**config.mk**
```make
export PLATFORM = sky130hd
export DESIGN_NAME = random_multi_flat
export DESIGN_NICKNAME = d
export VERILOG_FILES = /design/src/rtl/random_pkg.sv /design/src/rtl/random_multi_if.sv /design/src/rtl/random_multi_lfsr_galois.sv /design/src/rtl/random_multi.sv /design/src/flat_wrapper.sv
export SDC_FILE = /design/constraint.sdc
export NUM_CORES = 1
export LEC_CHECK = 0
export BUFFER_PORTS_ARGS = -buffer_cell sky130_fd_sc_hd__buf_2
export CAP_MARGIN = 20
export CORE_UTILIZATION = 35
export CTS_BUF_LIST = sky130_fd_sc_hd__clkbuf_4 sky130_fd_sc_hd__clkbuf_8
export DETAILED_ROUTE_END_ITERATION = 8
export GPL_ROUTABILITY_DRIVEN = 0
export PLACE_DENSITY = 0.55
export SLEW_MARGIN = 0
export SYNTH_ARGS = -nofsm -noshare
export SYNTH_HDL_FRONTEND = slang
export SYNTH_SLANG_ARGS = --single-unit
```
**constraint.sdc**
```tcl
create_clock -name clk -period 4.6 [get_ports clk]
set_clock_uncertainty 0.05 [all_clocks]
set_input_delay 0.23 -clock clk [delete_from_list [all_inputs] [get_ports clk]]
set_output_delay 0.23 -clock clk [all_outputs]
set_load 0.02 [all_outputs]
```
**src/rtl/random_pkg.sv**
```systemverilog
// random_pkg: shared constants and helpers for the multi-channel LFSR source.
//   GOLDEN      - per-channel seed spreading constant
//   lfsr_taps   - maximal-length right-shift Galois tap mask for widths 8..32
//   seed_derive - channel seed from a base seed and channel index (never zero)
package random_pkg;

    localparam logic [31:0] GOLDEN = 32'h9E37_79B9;

    // Tap mask for next = (s >> 1) ^ (s[0] ? taps : 0); returns 0 if unsupported.
    function automatic logic [31:0] lfsr_taps(input int unsigned width);
        logic [31:0] taps;
        case (width)
            8:       taps = 32'h0000_00B8;
            9:       taps = 32'h0000_0110;
            10:      taps = 32'h0000_0240;
            11:      taps = 32'h0000_0500;
            12:      taps = 32'h0000_0829;
            13:      taps = 32'h0000_100D;
            14:      taps = 32'h0000_2015;
            15:      taps = 32'h0000_6000;
            16:      taps = 32'h0000_B400;
            17:      taps = 32'h0001_2000;
            18:      taps = 32'h0002_0400;
            19:      taps = 32'h0004_0023;
            20:      taps = 32'h0009_0000;
            21:      taps = 32'h0014_0000;
            22:      taps = 32'h0030_0000;
            23:      taps = 32'h0042_0000;
            24:      taps = 32'h00E1_0000;
            25:      taps = 32'h0120_0000;
            26:      taps = 32'h0200_0023;
            27:      taps = 32'h0400_0013;
            28:      taps = 32'h0900_0000;
            29:      taps = 32'h1400_0000;
            30:      taps = 32'h2000_0029;
            31:      taps = 32'h4800_0000;
            32:      taps = 32'h8020_0003;
            default: taps = 32'h0000_0000;
        endcase
        return taps;
    endfunction

    // seed_i = base ^ (GOLDEN * idx), truncated to width; zero maps to 1.
    function automatic logic [31:0] seed_derive(input logic [31:0]   base,
                                                input int unsigned   idx,
                                                input int unsigned   width);
        logic [31:0] mask;
        logic [31:0] s;
        mask = (width >= 32) ? 32'hFFFF_FFFF : ((32'h1 << width) - 32'h1);
        s    = (base ^ (GOLDEN * idx)) & mask;
        if (s == 32'h0) begin
            s = 32'h1;
        end
        return s;
    endfunction

endpackage

```
**src/rtl/random_multi_if.sv**
```systemverilog
// random_multi_if: control and output bundle of random_multi.
//   en, mode, seed_load, seed : controls driven by the master
//   leds, rnd, valid          : registered outputs driven by the slave
interface random_multi_if #(
    parameter int unsigned WIDTH    = 16,
    parameter int unsigned CHANNELS = 4
);
    logic                en;
    logic                mode;
    logic                seed_load;
    logic [WIDTH-1:0]    seed;
    logic [CHANNELS-1:0] leds;
    logic [WIDTH-1:0]    rnd;
    logic                valid;

    modport master (
        output en, mode, seed_load, seed,
        input  leds, rnd, valid
    );

    modport slave (
        input  en, mode, seed_load, seed,
        output leds, rnd, valid
    );
endinterface

```
**src/rtl/random_multi_lfsr_galois.sv**
```systemverilog
// lfsr_galois: one right-shift Galois LFSR channel.
//   clk, rst  - clock, synchronous active-high reset (loads RST_VAL)
//   load      - load load_val (beats step)
//   load_val  - value for load
//   step      - advance one position
//   state     - current register contents
module lfsr_galois #(
    parameter int unsigned      WIDTH   = 16,
    parameter logic [WIDTH-1:0] TAPS    = WIDTH'(32'h0000_B400),
    parameter logic [WIDTH-1:0] RST_VAL = WIDTH'(32'h0000_0001)
) (
    input  logic             clk,
    input  logic             rst,
    input  logic             load,
    input  logic [WIDTH-1:0] load_val,
    input  logic             step,
    output logic [WIDTH-1:0] state
);

    logic [WIDTH-1:0] s_q;
    logic [WIDTH-1:0] nxt;

    assign state = s_q;

    // Next value is computed from the visible state; an all-zero state
    // (only reachable via an upset) recovers to 1 instead of locking up.
    always_comb begin
        nxt = (state >> 1) ^ (state[0] ? TAPS : '0);
        if (state == '0) begin
            nxt = WIDTH'(1);
        end
    end

    always_ff @(posedge clk) begin
        if (rst) begin
            s_q <= RST_VAL;
        end else if (load) begin
            s_q <= load_val;
        end else if (step) begin
            s_q <= nxt;
        end
    end

endmodule

```
**src/rtl/random_multi.sv**
```systemverilog
// random_multi: CHANNELS independent Galois LFSRs sharing a prescaler.
//   clk   - system clock
//   rst   - synchronous active-high reset
//   bus   - random_multi_if.slave:
//           en (advance enable), mode (0 tick / 1 every cycle),
//           seed_load + seed (reseed all channels),
//           leds (MSB per channel), rnd (channel 0 state),
//           valid (state advanced on the previous edge)
module random_multi
    import random_pkg::*;
#(
    parameter int unsigned      WIDTH    = 16,
    parameter int unsigned      CHANNELS = 4,
    parameter int unsigned      DIV      = 25_000_000,
    parameter logic [WIDTH-1:0] SEED     = WIDTH'(32'h0000_ACE1)
) (
    input logic           clk,
    input logic           rst,
    random_multi_if.slave bus
);

    localparam int unsigned      CNT_W   = (DIV > 1) ? $clog2(DIV) : 1;
    localparam logic [CNT_W-1:0] CNT_MAX = CNT_W'(DIV - 1);
    localparam logic [WIDTH-1:0] TAPS    = WIDTH'(lfsr_taps(WIDTH));

    // Reject unsupported configurations at elaboration.
    if (WIDTH < 8 || WIDTH > 32) begin : g_bad_width
        $error("random_multi: WIDTH must be within 8..32");
    end
    if (CHANNELS < 1 || CHANNELS > 16) begin : g_bad_channels
        $error("random_multi: CHANNELS must be within 1..16");
    end
    if (DIV < 1) begin : g_bad_div
        $error("random_multi: DIV must be at least 1");
    end

    logic [CNT_W-1:0]    count;
    logic                tick;
    logic                advance;
    logic                valid;
    logic [WIDTH-1:0]    state [CHANNELS];
    logic [CHANNELS-1:0] leds;

    assign tick    = (count == CNT_MAX);
    assign advance = bus.en & (bus.mode | tick);

    // Prescaler free-runs regardless of en; reseed restarts the period.
    always_ff @(posedge clk) begin
        if (rst) begin
            count <= '0;
            valid <= 1'b0;
        end else if (bus.seed_load) begin
            count <= '0;
            valid <= 1'b0;
        end else begin
            count <= tick ? '0 : count + CNT_W'(1);
            valid <= advance;
        end
    end

    // One LFSR per channel; reseed takes priority over advance inside each.
    for (genvar i = 0; i < CHANNELS; i++) begin : g_ch
        localparam logic [WIDTH-1:0] RST_VAL = WIDTH'(seed_derive(32'(SEED), i, WIDTH));

        logic [WIDTH-1:0] load_val;

        assign load_val = WIDTH'(seed_derive(32'(bus.seed), i, WIDTH));

        lfsr_galois #(
            .WIDTH  (WIDTH),
            .TAPS   (TAPS),
            .RST_VAL(RST_VAL)
        ) u_lfsr (
            .clk     (clk),
            .rst     (rst),
            .load    (bus.seed_load),
            .load_val(load_val),
            .step    (advance),
            .state   (state[i])
        );

        assign leds[i] = state[i][WIDTH-1];
    end

    assign bus.leds  = leds;
    assign bus.rnd   = state[0];
    assign bus.valid = valid;

endmodule
```
**src/flat_wrapper.sv**
```systemverilog
// flat-port wrapper written by rule: the top's interface ports become plain ports
module random_multi_flat import random_pkg::*;
#(
    parameter int unsigned      WIDTH    = 16,
    parameter int unsigned      CHANNELS = 4,
    parameter int unsigned      DIV      = 25_000_000,
    parameter logic [WIDTH-1:0] SEED     = WIDTH'(32'h0000_ACE1)
)
  (clk, rst, bus_en, bus_mode, bus_seed_load, bus_seed, bus_leds, bus_rnd, bus_valid);
  random_multi_if #(.WIDTH(WIDTH), .CHANNELS(CHANNELS)) bus_i ();
  input logic clk;
  input logic rst;
  input wire logic [$bits(bus_i.en)-1:0] bus_en;
  input wire logic [$bits(bus_i.mode)-1:0] bus_mode;
  input wire logic [$bits(bus_i.seed_load)-1:0] bus_seed_load;
  input wire logic [$bits(bus_i.seed)-1:0] bus_seed;
  output wire logic [$bits(bus_i.leds)-1:0] bus_leds;
  output wire logic [$bits(bus_i.rnd)-1:0] bus_rnd;
  output wire logic [$bits(bus_i.valid)-1:0] bus_valid;
  assign bus_i.en = bus_en;
  assign bus_i.mode = bus_mode;
  assign bus_i.seed_load = bus_seed_load;
  assign bus_i.seed = bus_seed;
  assign bus_leds = bus_i.leds;
  assign bus_rnd = bus_i.rnd;
  assign bus_valid = bus_i.valid;
  random_multi #(.WIDTH(WIDTH), .CHANNELS(CHANNELS), .DIV(DIV), .SEED(SEED)) u_core (.clk(clk), .rst(rst), .bus(bus_i));
endmodule
```
==> key figures, run 1 <==
Run status
  • Status: complete, no violations

CTS
  • Worst-Skew Late Latency: roughly 0.36 ns
  • CTS resizes: 0
  • CTS tree: done
  • Clock transition at path regs: approximately 0.08 ns
  • CTS buffer count: 9
  • CTS Buffer Depth: 2
  • Setup Buffers After CTS: 0
  • CTS sink count: 90
  • Hold Buf Count CTS: 0
  • H-tree Lvls: 3
  • CTS root buf: clkbuf_8

Synthesis
  • Post-synth net total: just over 500
  • Most used DFF post-synth: dfxtp_1
  • EDFF count, synth: 0
  • Synth area leader: dfxtp_1
  • Top cell type's share of synthesized area: 41.2%
  • Mapped cell area: 4380 sq um
  • Ys async rst share: 0%
  • Synthesized area per cell: 8.86 sq um
  • Synthesized instance count: 494
  • Synth unique cells: between 50 and 60
  • Yosys Warn Count: 0
  • Synth area leaders: dfxtp_1 (41%), nor4_1 (8.3%), xor2_1 (5.8%)
  • #FFs+latches synth: 90
  • Share of the yosys chip area belonging to registers: 41.2%

Placed design
  • Pre-CTS setup slack: approximately 2.2 ns
  • HPWL after detailed placement: 7.93 mm
  • Port bufs: 41

Detailed routing
  • Via count: 3870
  • Via density: 5.74
  • Initial DRC count: 300
  • Total Routed Length: 11.7 mm
  • Antenna Violating Nets Remaining: 0
  • Pre-antenna DRT Iters: 5
  • Residual DRC: 0
  • Post-DR wirelength/cell: 17.4 um

Setup path
  • Worst setup path end: u_core.g_ch[0].u_lfsr.state[8]
  • Critical path origin: u_core.count[0]
  • Worst R2R Setup Slack: ~2.2 ns
  • RR Startpoint: u_core.count[0]
  • CP Capture Type: flip-flop
  • Worst R2R Path Depth: 6
  • CP startpoint kind: flip-flop
  • CP Class: reg -> reg
  • CP max FO: 59
  • Worst endpoint required time: around 4.8 ns
  • Worst path arrival time: roughly 2.6 ns
  • RR Endpoint: u_core.g_ch[0].u_lfsr.state[8]

Timing
  • Setup violators final: 0
  • Worst slew pin tran: 0.813 ns
  • Minimum clock period: 2.38 ns
  • Fmax: 419 MHz
  • RSZ-0062 raised after global routing: no
  • Fin. max-slew vios: 0
  • Hold Slack: 0.0750 ns
  • Crit share post-route: 51.8%
  • Setup TNS: 0 ns
  • Slew margin rel.: 45.8%
  • Final hold vios: 0
  • Final WS setup: 2.22 ns

Hold path
  • Hold Path Origin: bus_seed[15]
  • Hold WC Path Type: in -> reg

Die
  • Ports: 42
  • Die Footprint: 13000 sq um
  • Row count: 40
  • Core area: 12100 sq um
  • Die width: between 100 and 150 um
  • Starting Density: 36.1%
  • Die Ht: 114 um

Global route
  • Initial antenna violation count: 0
  • GRT Util Overall: 18.8%
  • Pin count of the biggest net entering global routing: 78
  • Vias in the first global route: ~3.6k
  • Overflow after GRT: 0
  • First-pass GRT wire length: 19.1 mm

Final layout
  • Area of the multi-input gates: 2290 sq um
  • Fillers: 1269
  • Area growth syn-to-layout: 8.35%
  • Share of cells above drive strength 1: 15.0%
  • Most frequent cells in the layout: dfxtp_1 (90), nor4_1 (58), buf_2 (40)
  • Commonest non-fill, non-tap cell in the layout: dfxtp_1
  • Antenna cells: 0
  • Nets: 525
  • Sequential standard cell area: 1800 sq um

Pwr
  • P_leak: about 1.7 nW
  • Power Density: roughly 330 nW/um^2
  • Worst IR drop on VDD: 0.169 mV

Job
  • Max cap viols: 0
critical path, cell delays in order (launching register included):
cell       delay [ns]
dfxtp_1          0.39
ha_1             0.25
nand2_1          0.14
nor4_4           0.42
a21o_4           0.59
nor3_2           0.11
a2111oi_4        0.32
flip-flops by register name, summed over array words and instances, names as in the netlist:
signal                    cells
u_core.bus.valid              1
u_core.g_ch.u_lfsr.state     64
u_core.count                 25
where the power goes:
part           internal [mW]  switching [mW]  leakage (nW)  total [mW]
logic                 0.0800           0.138         0.827       0.218
clock network          0.202           0.264        0.0858       0.466
registers              0.826          0.0452         0.742       0.871
layout make-up:
cell class                      instances  area share [%]
Clock buffer                           11            2.93
Clock inverter                          3           0.396
Inverter                               10           0.792
Multi-Input combinational cell        346            48.3
Sequential cell                        90            38.0
Tap cell                              168            4.43
Timing Repair Buffer                   46            5.17
how the worst min path moves through the flow:
stage / cells after the start / to / slack, ns
3_5_place_dp: 1 / u_core.count[0] / 0.42
4_1_cts: 2 / u_core.g_ch[2].u_lfsr.state[15] / 0.05
6_report: 2 / u_core.g_ch[2].u_lfsr.state[15] / 0.07
2_1_floorplan: 1 / u_core.g_ch[1].u_lfsr.state[7] / 0.28
3_3_place_gp: 1 / u_core.count[0] / 0.40
5_1_grt: 2 / u_core.g_ch[2].u_lfsr.state[15] / 0.06
routing by layer:
layer	global-route usage (%)	vias up	wire length, um
met3	4.09	16	721
met5	0	-	0
met4	6.15	0	209
met1	25.0	1854	5430
met2	30.2	116	5390
li1	-	1884	-
per-stage QoR:
step / util, % / area (sq um) / std cells / power (mW)
2_1_floorplan: - / 4380 / 494 / 1.04
3_3_place_gp: 37.9 / 4580 / 660 / 1.10
3_5_place_dp: 37.9 / 4580 / 660 / 1.11
4_1_cts: 39.2 / 4740 / 674 / 1.57
5_1_grt: 39.2 / 4740 / 674 / 1.64
6_report: 39.2 / 4740 / 674 / 1.55
synth_stat cells (2+ instances only):
| master | n |
|---|---|
| a41o_1 | 3 |
| nand2_1 | 25 |
| a41oi_1 | 2 |
| o311a_1 | 19 |
| buf_2 | 9 |
| mux2i_1 | 4 |
| a31o_2 | 3 |
| nor3_1 | 37 |
| xor2_1 | 29 |
| dfxtp_1 | 90 |
| nand3_1 | 14 |
| o21a_1 | 3 |
| nand4b_1 | 3 |
| and2_1 | 2 |
| or3_1 | 16 |
| buf_6 | 6 |
| nor2_1 | 34 |
| a211oi_1 | 10 |
| nor4_1 | 58 |
| a31oi_1 | 7 |
| nor2b_1 | 2 |
| o31ai_1 | 3 |
| o21ai_0 | 9 |
| a2111oi_2 | 3 |
| and3_1 | 5 |
| a21oi_1 | 17 |
| a22oi_1 | 2 |
| nand4_1 | 7 |
| clkbuf_1 | 28 |
| and2_0 | 2 |
| and4_1 | 3 |
| xnor2_1 | 6 |
| inv_1 | 9 |
| buf_4 | 5 |
cells by family (layout without fill, tap and decap cells):
family / after synthesis / count (layout) / share of synthesized area [%]
muxes: 4 / 4 / 0.915
AOI/OAI and AO/OA: 90 / 90 / 16.6
and+or+nand+nor: 216 / 216 / 27.4
buffers and inverters: 58 / 70 / 6.69
DFF: 90 / 90 / 41.2
adders and majority gates: 1 / 1 / 0.286
xor gates and xnor gates: 35 / 35 / 7.00
(Power assumes the default switching activity.)
==> run 2, diff against run 1 <==
Settings changed: PLACE_DENSITY 0.55 to 0.57.
Clock period 4.6 ns to 1.95 ns, I/O delays scaled along.
==> run 2 against run 1 <==
Effect of this change: register-to-register slack worse by 2.1 ns; clock power increased to 3.3 times the previous value; flip-flop and latch count unchanged; wire length up 7.4%; via count grew 5.8%; first-iteration DRC count is 2.3% higher.
==> key figures, run 2 (synthesis gave the netlist of run 1 again) <==
Final layout
  • Post-layout util: 44.5%
  • Antenna cells: 0
  • Nets: 573
  • Finished layout cell area: 5390 sq um
  • Area growth syn-to-layout: 23.0%
  • Commonest non-fill, non-tap cell in the layout: dfxtp_1
  • Max reg flops: between 60 and 70
  • Share of cells above drive strength 1: about a quarter
  • Most frequent cells in the layout: dfxtp_1 (85), nor4_1 (56), buf_2 (40)
  • Fillers: 1229

Timing
  • Slew margin rel.: 53.3%
  • Final hold vios: 0
  • Fmax: approximately 530 MHz
  • Fin. max-slew vios: 0
  • Hold Slack: 0.0733 ns
  • Crit share post-route: a little over nine tenths
  • RSZ-0062 raised after global routing: no
  • Setup violators final: 0
  • Final WS setup: between 0.06 and 0.07 ns
  • Worst slew pin tran: 0.696 ns
  • Minimum clock period: 1.88 ns

Setup path
  • Crit-path cells: and4b_1, and4_4, a21o_4, buf_12, clkbuf_16, or3_1, o311a_1
  • CP max FO: 6
  • Worst path arrival time: 2.09 ns
  • CP Class: reg -> reg
  • Worst endpoint required time: 2.15 ns
  • Crit-path max cell delay: ~0.36 ns
  • CP Capture Type: flip-flop
  • CP startpoint kind: flip-flop
  • Slowest-stage cell, CP: dfxtp_1

Die
  • Core area: 12100 sq um
  • Row count: 40
  • Ports: 42
  • Starting Density: 36.1%
  • Die width: 114 um
  • Die Footprint: ~13000 sq um
  • Die Ht: 114 um

Placed design
  • HPWL after detailed placement: 8.78 mm
  • DP Area: around 4900 sq um
  • Port bufs: 41
  • Pre-CTS setup slack: -0.0135 ns

Job
  • Max cap viols: 0

Run status
  • Status: complete, no violations

Global route
  • GRT Util Overall: 20.0%
  • Initial antenna violation count: 0
  • First-pass GRT wire length: 20.3 mm
  • Vias in the first global route: just under 4k
  • Pin count of the biggest net entering global routing: 43
  • Overflow after GRT: 0

CTS
  • Worst-Skew Late Latency: 0.37 ns
  • CTS buffer count: 9
  • CTS Buffer Depth: 2
  • CTS root buf: clkbuf_8
  • Clock transition at path regs: roughly 0.09 ns
  • H-tree Lvls: 3
  • CTS tree: done
  • CTS sink count: 90

Detailed routing
  • Pre-antenna DRT Iters: 5
  • Via count: 4096
  • Residual DRC: 0
  • Initial DRC count: 307
  • Via density: 5.67
  • Antenna Violating Nets Remaining: 0
  • Total Routed Length: roughly 13 mm
  • Post-DR wirelength/cell: about 17 um

Pwr
  • P_leak: roughly 2.0 nW
  • Power Density: 782 nW/um^2
  • Worst IR drop on VDD: 0.562 mV
  • Tot Pwr: ~4.2 mW

Hold path
  • Hold WC Path Type: in -> reg
## run 2: cell count changes in the layout (fill, tap and decap cells not counted), sizes merged
cell	before	now
clkinv	4	2
bufinv	0	3
clkbuf	11	12
clkinvlp	0	1
dlygate4sd3	0	3
buf	46	89
## run 2: final cells by class
| class | count | area, sq um | share of cell area (%) |
|---|---|---|---|
| flip-flops and latches | 90 | 1810 | 33.6 |
| multi-input cells | 346 | 2330 | 43.3 |
| clock buffers | 10 | 138 | 2.56 |
| inverters | 10 | 37.5 | 0.697 |
| repair buffers | 94 | 758 | 14.1 |
| clock inverters | 5 | 103 | 1.91 |
| well taps | 168 | 210 | 3.90 |
## run 2: routing by layer
metal | track usage, % | vias to the layer above | part of all wire, %
li1 | - | 1979 | -
met1 | 26.8 | 1964 | 47
met2 | 32.4 | 136 | 46
met3 | 4.25 | 17 | 5.8
met4 | 5.71 | 0 | 1.5
met5 | 0 | - | 0
## run 2: worst max-delay path, delay by kind of cell, from the launching register on
kind | cells | cell delay, ns
compound gates | 2 | 0.35
flops | 1 | 0.36
simple gates | 3 | 0.73
buf+inv | 2 | 0.30
## run 2: per-stage QoR
step	cells	setup TNS (ns)
after detailed placement	693	-0.0229
after floorplan	494	0
final	723	0
after CTS	718	-0.00335
after global routing	723	0
after global placement	693	-0.000567
## run 2: repair_timing
item,in CTS,in global routing
cloned,1,2
setup buffers,6,3
hold buffers,3,0
pin swaps,6,6
resized for setup,7,15
endpoints found under the hold margin,3,0
setup endpoints to repair,5,50
## run 2: final timing paths
| path | start | cells after the start | end | slack [ns] |
|---|---|---|---|---|
| max reg2reg | u_core.count[17] | 7 | u_core.g_ch[1].u_lfsr.state[11] | 0.07 |
| min reg2reg | u_core.g_ch[2].u_lfsr.state[12] | 2 | u_core.g_ch[2].u_lfsr.state[11] | 0.46 |
| min | bus_seed[5] | 3 | u_core.g_ch[0].u_lfsr.state[5] | 0.07 |
| max | u_core.count[17] | 7 | u_core.g_ch[1].u_lfsr.state[11] | 0.07 |
## run 2: power breakdown
part	internal, mW	total [mW]	leakage, nW	switching (mW)
Combinational	0.264	0.623	1.14	0.359
Sequential	1.95	2.05	0.745	0.105
Clock	0.877	1.54	0.118	0.661
==> run 3, diff against run 2 <==
Settings changed: CORE_UTILIZATION 35 to 55, PLACE_DENSITY 0.57 to 0.81.
==> run 3 against run 2 <==
Effect of this change: via count up 5.1%; non-clock buffer count down 11; sequential share of layout area up 0.93 points; register-to-register slack worse by 0.02 ns; die area down 36%; worst hold slack worse by 0.024 ns; count of clock-buffer cells in the layout unchanged; worst setup slack worse by 0.017 ns; largest cell class unchanged.
==> key figures, run 3 (synthesis gave the netlist of run 1 again) <==
Run status
  • Status: complete, no violations

Detailed routing
  • Initial DRC count: 423
  • Via density: around 6.7
  • Antenna Violating Nets Remaining: 0
  • Post-DR wirelength/cell: between 15 and 20 um
  • Total Routed Length: between 10 and 15 mm
  • Residual DRC: 0
  • Via count: between 4k and 5k
  • Pre-antenna DRT Iters: 5

Final layout
  • Post-layout util: 68.0%
  • Share of cells above drive strength 1: roughly a quarter
  • Area growth syn-to-layout: 20.1%
  • Fillers: 567
  • Nets: ~560
  • Commonest non-fill, non-tap cell in the layout: dfxtp_1
  • Most frequent cells in the layout: dfxtp_1 (80), nor4_1 (51), buf_2 (40)
  • Final cell count without fillers: 647
  • Max reg flops: 64
  • Antenna cells: 0

Setup path
  • CP delay by family, top: simple AND/OR/NAND/NOR gates
  • CP Capture Type: flip-flop
  • Crit-path cells: and4_4, and4_4, a21o_4, buf_4, clkbuf_16, or3_1, o311a_1
  • Crit-path max cell delay: 0.34 ns
  • Worst path arrival time: 2.11 ns
  • Worst R2R Setup Slack: 0.05 ns
  • Worst path bufs/invs: 2
  • Slowest-stage cell, CP: dfxtp_2
  • Most frequent CP cell: and4_4
  • CP max FO: 13
  • CP Class: reg -> reg
  • Worst endpoint required time: between 2 and 2.5 ns
  • CP startpoint kind: flip-flop

Timing
  • Fmax: 526 MHz
  • Final WS setup: 0.0494 ns
  • Final hold vios: 0
  • Worst slew pin tran: between 0.7 and 0.8 ns
  • Minimum clock period: around 1.9 ns
  • Hold Slack: 0.0496 ns
  • Fin. max-slew vios: 0
  • Crit share post-route: 97.5%
  • Slew margin rel.: 50.7%
  • Setup violators final: 0

Placed design
  • Placed Cells incl. Taps: 615
  • Port bufs: 41
  • HPWL after detailed placement: 7.81 mm
  • Pre-CTS setup slack: -0.0831 ns

Global route
  • Vias in the first global route: 3922
  • Overflow after GRT: 0
  • GRT Util Overall: roughly 30%
  • Initial antenna violation count: 0
  • First-pass GRT wire length: 19.5 mm
  • Pin count of the biggest net entering global routing: 37

Pwr
  • Power Density: 789 nW/um^2
  • Worst IR drop on VDD: 0.343 mV
  • P_leak: around 1.9 nW

CTS
  • CTS sink count: 90
  • Worst-Skew Late Latency: roughly 0.38 ns
  • CTS root buf: clkbuf_8
  • CTS Buffer Depth: 2
  • H-tree Lvls: 3
  • CTS buffer count: 9
  • CTS tree: done
  • Clock transition at path regs: 0.10 ns

Die
  • Row count: 32
  • Die Ht: 91.2 um
  • Core area: between 7000 and 8000 sq um
  • Ports: 42
  • Die width: 91.2 um
  • Die Footprint: 8320 sq um
  • Starting Density: 56.6%

Job
  • Max cap viols: 0

Hold path
  • Hold WC Path Type: in -> reg
## run 3: changes by cell type in the layout (fill, tap and decap cells not counted), sizes merged
cell,previous run,this run
buf,89,78
inv,9,12
clkinvlp,1,0
bufinv,3,2
## run 3: timing repair
item | 4_1_cts | 5_1_grt
cloned | 1 | 2
hold endpoints to repair | 3 | 0
resized for setup | 8 | 27
setup endpoints to repair | 8 | 54
hold buffers | 3 | 0
pin swaps | 5 | 4
buffers inserted | 6 | 5
## run 3: area by class of cell
| type | count | area [sq um] | share of cell area, % |
|---|---|---|---|
| sequential | 90 | 1810 | 34.5 |
| timing repair buffer | 83 | 663 | 12.6 |
| clock inverter | 6 | 95.1 | 1.81 |
| clock buffer | 10 | 131 | 2.50 |
| multi-input combinational | 346 | 2390 | 45.4 |
| tap | 102 | 128 | 2.43 |
| inverter | 10 | 37.5 | 0.714 |
## run 3: report_power, final
group / switching [mW] / leakage [nW] / internal (mW)
Combinational: 0.357 / 1.07 / 0.252
Sequential: 0.118 / 0.747 / 1.95
Clock: 0.721 / 0.115 / 0.753
## run 3: worst register-to-register path: cells and delay by family, from the launching register on
| family | cells | cell delay (ns) |
|---|---|---|
| and+or+nand+nor | 3 | 0.71 |
| buffers and inverters | 2 | 0.32 |
| DFF | 1 | 0.34 |
| AOI/OAI and AO/OA | 2 | 0.38 |
## run 3: metrics by stage
stage	cell area (sq um)	TNS [ns]	power, mW
2_1_floorplan	4380	0	2.45
6_report	5260	0	4.15
4_1_cts	5070	-0.0384	4.10
5_1_grt	5260	-0.0955	4.30
3_5_place_dp	4710	-0.230	2.63
3_3_place_gp	4710	-0.000656	2.61
## run 3: worst paths after layout
kind / end / startpoint / depth (start not counted)
min reg2reg: u_core.g_ch[2].u_lfsr.state[11] / u_core.g_ch[2].u_lfsr.state[12] / 2
min: u_core.g_ch[0].u_lfsr.state[5] / bus_seed[5] / 3
max: u_core.g_ch[1].u_lfsr.state[11] / u_core.count[21] / 7
max reg2reg: u_core.g_ch[1].u_lfsr.state[11] / u_core.count[21] / 7
## run 3: routing by layer
metal | GRT usage [%] | part of all wire [%] | up-vias
li1 | - | - | 1976
met1 | 36.5 | 40 | 2010
met4 | 14.8 | 4.9 | 0
met5 | 0 | 0 | -
met2 | 47.6 | 47 | 255
met3 | 8.46 | 8.4 | 62
